==> config.mk <==
export PLATFORM = sky130hd
export DESIGN_NAME = peridot_swi_flashseq
export DESIGN_NICKNAME = d
export VERILOG_FILES = /design/src/rtl/peridot_swi_flashseq_pkg.sv /design/src/rtl/peridot_swi_flashseq.sv
export SDC_FILE = /design/constraint.sdc
export NUM_CORES = 1
export LEC_CHECK = 0
export CAP_MARGIN = 10
export CORE_ASPECT_RATIO = 1.75
export CORE_MARGIN = 8
export CORE_UTILIZATION = 40
export CTS_BUF_LIST = sky130_fd_sc_hd__clkbuf_16
export CTS_CLUSTER_SIZE = 20
export DETAILED_ROUTE_END_ITERATION = 10
export PLACE_DENSITY = 0.84
export SYNTH_ARGS = -nofsm -noshare
export SYNTH_HDL_FRONTEND = slang
export SYNTH_SLANG_ARGS = --single-unit
==> constraint.sdc <==
create_clock -name clock_sig -period 2.3 [get_ports clock_sig]
set_input_delay 0.46 -clock clock_sig [delete_from_list [all_inputs] [get_ports clock_sig]]
set_output_delay 0.46 -clock clock_sig [all_outputs]
set_load 0.005 [all_outputs]
==> src/rtl/peridot_swi_flashseq_pkg.sv <==
// Shared definitions for sequencers that drive the peridot_spi byte engine
// through its register +0 word (start/select/data).
package peridot_swi_flashseq_pkg;

  localparam int unsigned START_BIT = 9;
  localparam int unsigned SEL_BIT   = 8;

  typedef enum logic [3:0] {
    ST_IDLE,
    ST_WAIT_FREE,
    ST_CMD,
    ST_ADDR2,
    ST_ADDR1,
    ST_ADDR0,
    ST_DATA,
    ST_HOLD,
    ST_DESEL,
    ST_DONE
  } state_t;

  // Sub-phase of every byte-issuing state: write strobe, ignored-ready guard, wait for ready.
  typedef enum logic [1:0] {
    PH_ISSUE,
    PH_GUARD,
    PH_WAIT
  } phase_t;

  function automatic logic [31:0] spi_word(input logic start, input logic sel,
                                           input logic [7:0] data);
    logic [31:0] w;
    w            = '0;
    w[START_BIT] = start;
    w[SEL_BIT]   = sel;
    w[7:0]       = data;
    return w;
  endfunction

endpackage

==> src/rtl/peridot_swi_flashseq.sv <==
// Flash READ sequencer sharing the peridot_spi byte engine with the CPU register path;
// streams received bytes on a valid/ready port while the CPU is locked out.
module peridot_swi_flashseq
  import peridot_swi_flashseq_pkg::*;
#(
  parameter logic [7:0]  READ_CMD  = 8'h03,
  parameter int unsigned LEN_WIDTH = 16
) (
  input  logic                 clock_sig,
  input  logic                 reset_sig,
  input  logic                 cpu_write,
  input  logic [31:0]          cpu_writedata,
  output logic [31:0]          cpu_readdata,
  output logic                 cpu_locked,
  input  logic                 rd_start,
  input  logic [23:0]          rd_addr,
  input  logic [LEN_WIDTH-1:0] rd_len,
  input  logic                 rd_abort,
  output logic                 rd_busy,
  output logic                 rd_done,
  output logic [7:0]           st_data,
  output logic                 st_valid,
  input  logic                 st_ready,
  output logic                 spi_write,
  output logic [31:0]          spi_writedata,
  input  logic [31:0]          spi_readdata
);

  state_t               state, state_nxt;
  phase_t               phase, phase_nxt;
  logic [23:0]          addr_q;
  logic [LEN_WIDTH-1:0] rem_q, rem_nxt;
  logic [7:0]           rx_q, rx_nxt;
  logic                 abort_q;
  logic                 abort;
  logic                 latch;
  logic                 seq_write;
  logic [31:0]          seq_wdata;
  logic [7:0]           tx_byte;
  logic                 eng_ready;
  logic                 eng_sel;

  assign eng_ready = spi_readdata[START_BIT];
  assign eng_sel   = spi_readdata[SEL_BIT];
  assign abort     = abort_q | rd_abort;

  always_ff @(posedge clock_sig or posedge reset_sig) begin
    if (reset_sig) begin
      state   <= ST_IDLE;
      phase   <= PH_ISSUE;
      addr_q  <= '0;
      rem_q   <= '0;
      rx_q    <= '0;
      abort_q <= 1'b0;
    end else begin
      state <= state_nxt;
      phase <= phase_nxt;
      rx_q  <= rx_nxt;
      rem_q <= rem_nxt;
      if (latch) addr_q <= rd_addr;
      if (state == ST_DONE)      abort_q <= 1'b0;
      else if (rd_abort && rd_busy) abort_q <= 1'b1;
    end
  end

  always_comb begin
    unique case (state)
      ST_CMD:   tx_byte = READ_CMD;
      ST_ADDR2: tx_byte = addr_q[23:16];
      ST_ADDR1: tx_byte = addr_q[15:8];
      ST_ADDR0: tx_byte = addr_q[7:0];
      default:  tx_byte = 8'h00;
    endcase
  end

  always_comb begin
    state_nxt = state;
    phase_nxt = phase;
    rem_nxt   = rem_q;
    rx_nxt    = rx_q;
    latch     = 1'b0;
    seq_write = 1'b0;
    seq_wdata = '0;
    case (state)
      ST_IDLE, ST_DONE: begin
        phase_nxt = PH_ISSUE;
        state_nxt = ST_IDLE;
        if (rd_start) begin
          latch     = 1'b1;
          rem_nxt   = rd_len;
          state_nxt = ST_WAIT_FREE;
        end
      end
      ST_WAIT_FREE: begin
        // A CPU write in the same cycle may be opening a transaction, so it wins.
        if (abort) state_nxt = ST_DONE;
        else if (eng_ready && !eng_sel && !cpu_write) begin
          state_nxt = ST_CMD;
          phase_nxt = PH_ISSUE;
        end
      end
      ST_CMD, ST_ADDR2, ST_ADDR1, ST_ADDR0, ST_DATA: begin
        case (phase)
          PH_ISSUE: begin
            if (abort) state_nxt = ST_DESEL;
            else begin
              seq_write = 1'b1;
              seq_wdata = spi_word(1'b1, 1'b1, tx_byte);
              phase_nxt = PH_GUARD;
            end
          end
          PH_GUARD: phase_nxt = PH_WAIT;
          default: begin
            if (eng_ready) begin
              phase_nxt = PH_ISSUE;
              if (abort) state_nxt = ST_DESEL;
              else begin
                case (state)
                  ST_CMD:   state_nxt = ST_ADDR2;
                  ST_ADDR2: state_nxt = ST_ADDR1;
                  ST_ADDR1: state_nxt = ST_ADDR0;
                  ST_ADDR0: state_nxt = (rem_q == '0) ? ST_DESEL : ST_DATA;
                  default: begin
                    rx_nxt    = spi_readdata[7:0];
                    state_nxt = ST_HOLD;
                  end
                endcase
              end
            end
          end
        endcase
      end
      ST_HOLD: begin
        phase_nxt = PH_ISSUE;
        if (abort) state_nxt = ST_DESEL;
        else if (st_ready) begin
          rem_nxt   = rem_q - LEN_WIDTH'(1);
          state_nxt = (rem_q == LEN_WIDTH'(1)) ? ST_DESEL : ST_DATA;
        end
      end
      ST_DESEL: begin
        seq_write = 1'b1;
        seq_wdata = spi_word(1'b0, 1'b0, 8'h00);
        state_nxt = ST_DONE;
      end
      default: state_nxt = ST_IDLE;
    endcase
  end

  assign cpu_locked = (state == ST_CMD)  || (state == ST_ADDR2) || (state == ST_ADDR1) ||
                      (state == ST_ADDR0) || (state == ST_DATA) || (state == ST_HOLD) ||
                      (state == ST_DESEL);
  assign rd_busy    = (state != ST_IDLE) && (state != ST_DONE);
  assign rd_done    = (state == ST_DONE);
  assign st_valid   = (state == ST_HOLD) && !abort;
  assign st_data    = rx_q;

  assign spi_write     = cpu_locked ? seq_write : cpu_write;
  assign spi_writedata = cpu_locked ? seq_wdata : cpu_writedata;

  always_comb begin
    cpu_readdata = spi_readdata;
    if (cpu_locked) cpu_readdata[START_BIT] = 1'b0;
  end

endmodule

==> impl_metrics.csv <==
group,metric,value,unit
outcome,outcome,"complete, but fails checks",
outcome,violations,"setup timing",
global_route,grt_pass1_vias,3433,
sta,skew,7.83,ps
synthesis,synth_nets,499,
die,die_y,140,um
detailed_routing,postRouteAntennaNets,0,
clock_tree,holdBufCountCts,0,
worst_setup_path,path_common_cell,"buf_4",
worst_setup_path,r2r_slack,210,ps
clock_tree,clk_latency,290,ps
worst_setup_path,reg2reg_to,"state[1]",
clock_tree,cts_tree,"yes",
sta,rsz0062_at_grt,"true",
sta,slew_violations,0,
layout,diodes,0,
sta,fmax,0.431,GHz
worst_setup_path,crit_family,"buffers and inverters",
detailed_routing,vias,3534,
synthesis,netlist_instances,386,
die,dieArea,12200,um^2
worst_setup_path,cp.depth,8,
worst_setup_path,crit_fanout,7,
worst_setup_path,arrival,1860,ps
worst_setup_path,r2r-start,"state[3]",
clock_tree,clk_transition_reported_paths,80,ps
sta,worst_slack,-21.1,ps
global_route,grt_max_degree,56,
synthesis,ys_seq_area_frac,0.392,
detailed_routing,drc,0,
power,power_frac_seq,0.297,
sta,period_share,1.01,
layout,area_growth,53.3,%
worst_setup_path,crit_slowest_cell,"dfrtp_2",
sta,holdWs,501,ps
power,powerDensity,1080,nW/um^2
synthesis,netlist_area,3510,um^2
placed_design,place_congestion,0.850,
detailed_routing,drt_iter0_drc,256,
global_route,grt_pass1_wl,17600,um
die,rows,45,
power,peakVddDrop,0.000624,V
die,start_util,0.408,
worst_setup_path,ff2ff_path_depth,8,
power,cellLeakagePower,0.00229,uW
worst_setup_path,path_buf_inv,4,
synthesis,synth_area_per_cell,9.10,um^2
worst_hold_path,hp-class,"reg2reg",
global_route,grt_remaining_overflow,0,
synthesis,ys_async_sr_fraction,1.00,
power,pwr-share-clk,0.135,
placed_design,placement.cell_area,4990,um^2
worst_setup_path,max_stage_delay,450,ps
worst_hold_path,min_path_cells,1,
detailed_routing,wl,12000,um
layout,drive_gt1_frac,0.236,
detailed_routing,via_per_inst,5.46,
synthesis,synth_ff_type,"dfrtp_1",
clock_tree,htreeDepth,2,
power,power_frac_comb,0.567,
layout,stdcell_area,5380,um^2
placed_design,dpl.hpwl,8750,um
sta,finalSetupViolations,2,
sta,hold_viol_final,0,
clock_tree,cts_sinks,55,
worst_hold_path,min_from,"rem_q[9]",
power,p_sw_frac,0.383,
synthesis,yosys_warnings,0,
worst_hold_path,hold_end,"rem_q[9]",
placed_design,numPortBuffers,142,
run,max-cap-violations,0,
power,p_sw,2220,uW
worst_setup_path,timing_worst_setup_path_type,"reg2out",
synthesis,yosys_register_bits,55,
worst_setup_path,critPathCaptureType,"output pin",
detailed_routing,wl_per_cell,18.5,um
worst_setup_path,worstPathCellList,"buf_12, nor2b_1, buf_4, buf_4, a22oi_2, o21ai_1, a22o_1, clkbuf_2",
die,ios,187,
die,die_x,86.8,um
synthesis,yosys.cell_types.count,50,
layout,fill_cells,704,
sta,period_needed,2320,ps
worst_setup_path,crit_required,1840,ps
die,core_area,8610,um^2
worst_setup_path,cp-start-kind,"flip-flop",
synthesis,synth_edf_count,0,
sta,tightest_slew,462,ps
global_route,track_usage,0.182,
clock_tree,cts_root_buffer,"clkbuf_16",
detailed_routing,dr.pass1.iters,5,
global_route,antenna_found_initial,0,
clock_tree,max-clock-path-buffers,2,
power,power.internal,3580,uW
sta,slew_headroom,0.690,
layout,fin_nets,642,
sta,finalSetupTns,-25.5,ps
clock_tree,cts_made_buffers,5,
==> worst max-delay path by stage <==
stage / from / to / slack, ps
floorplan: state[1] / spi_writedata[4] / 390
global placement: rd_abort / spi_writedata[4] / -230
detailed placement: rd_abort / spi_writedata[5] / -230
CTS: state[2] / spi_write / -190
global route: state[1] / rd_busy / -100
finish: state[2] / spi_writedata[7] / -20
==> cells by family after synthesis <==
kind of cell    count (synthesis)  synth area share
fa+ha+maj                       3            0.0107
simple gates                  134             0.205
flops                          55             0.392
buf+inv                        57            0.0983
compound gates                103             0.186
mux                            34             0.108
==> power groups by stage <==
stage,registers (uW),logic (uW),clock network [uW]
floorplan,1610,1710,0
global placement,1690,2890,0
detailed placement,1720,2970,0
CTS,1710,2970,800
global route,1780,3540,843
finish,1720,3290,784
==> cell type report <==
type | instances | area, um^2 | area share
flip-flops and latches | 55 | 1380 | 0.256
clock buffers | 5 | 125 | 0.0232
repair buffers | 189 | 1790 | 0.333
clock inverters | 3 | 22.5 | 0.00418
well taps | 117 | 146 | 0.0272
inverters | 4 | 15.0 | 0.00279
multi-input cells | 274 | 1900 | 0.353
==> layout by cell type (no fill, tap or decap), types with 3 or more instances in the layout <==
cell type and count:
a22o_1 8, clkbuf_16 6, nand2b_4 4, ha_1 3
nor2b_1 7, o21ai_1 3, clkdlybuf4s50_1 105, o21ai_0 18
nor4_1 3, clkbuf_2 9, buf_4 37, and3_1 5
buf_6 4, a22oi_2 6, nand2b_1 3, nand4_1 3
nand3_1 10, o211ai_1 4, mux2_2 32, dlygate4sd2_1 27
inv_1 3, o21ai_2 3, nor2_1 17, nor3_1 7
buf_12 5, dfrtp_1 52, and2_1 26, o22ai_1 8
a21oi_1 29, nand2_1 33, dfrtp_2 3
==> synth_stat cells, types with 8 or more instances <==
cell / instances / area (um^2)
mux2_2: 32 / 360
o22ai_1: 8 / 50.1
a22oi_1: 8 / 60.1
o21ai_0: 24 / 120
nor2_1: 19 / 71.3
nand3_1: 11 / 55.1
clkbuf_1: 8 / 30.0
buf_4: 31 / 233
nand2_1: 33 / 124
and2_1: 26 / 163
buf_2: 12 / 60.1
a21oi_1: 30 / 150
a22o_1: 8 / 70.1
dfrtp_1: 55 / 1380
==> timing repair <==
action / CTS / global route
gates cloned: 0 / 1
setup endpoints to repair: 37 / 35
buffers inserted: 8 / 9
pin swaps: 5 / 10
endpoints found under the hold margin: 0 / 0
gates resized for setup: 57 / 35
==> routing by layer <==
layer	part of all wire	wire length (um)	global-route usage
met4	0.046	553	0.100
met2	0.54	6440	0.334
met1	0.34	4040	0.178
met3	0.079	940	0.0434
met5	0	0	0
==> per-stage QoR <==
| step | instances | power (uW) | setup slack [ps] | util |
|---|---|---|---|---|
| after global routing | 647 | 6160 | -104 | 0.625 |
| after global placement | 621 | 4570 | -233 | 0.580 |
| after floorplan | 386 | 3310 | 395 | - |
| after detailed placement | 621 | 4690 | -226 | 0.580 |
| after CTS | 637 | 5480 | -192 | 0.607 |
| final | 647 | 5790 | -21.1 | 0.625 |
==> state kept, by name, summed over array words and instances (netlist names) <==
register / flops
abort_q: 1
addr_q: 24
state: 4
st_data: 8
phase: 2
rem_q: 16
(Power assumes the default switching activity.)
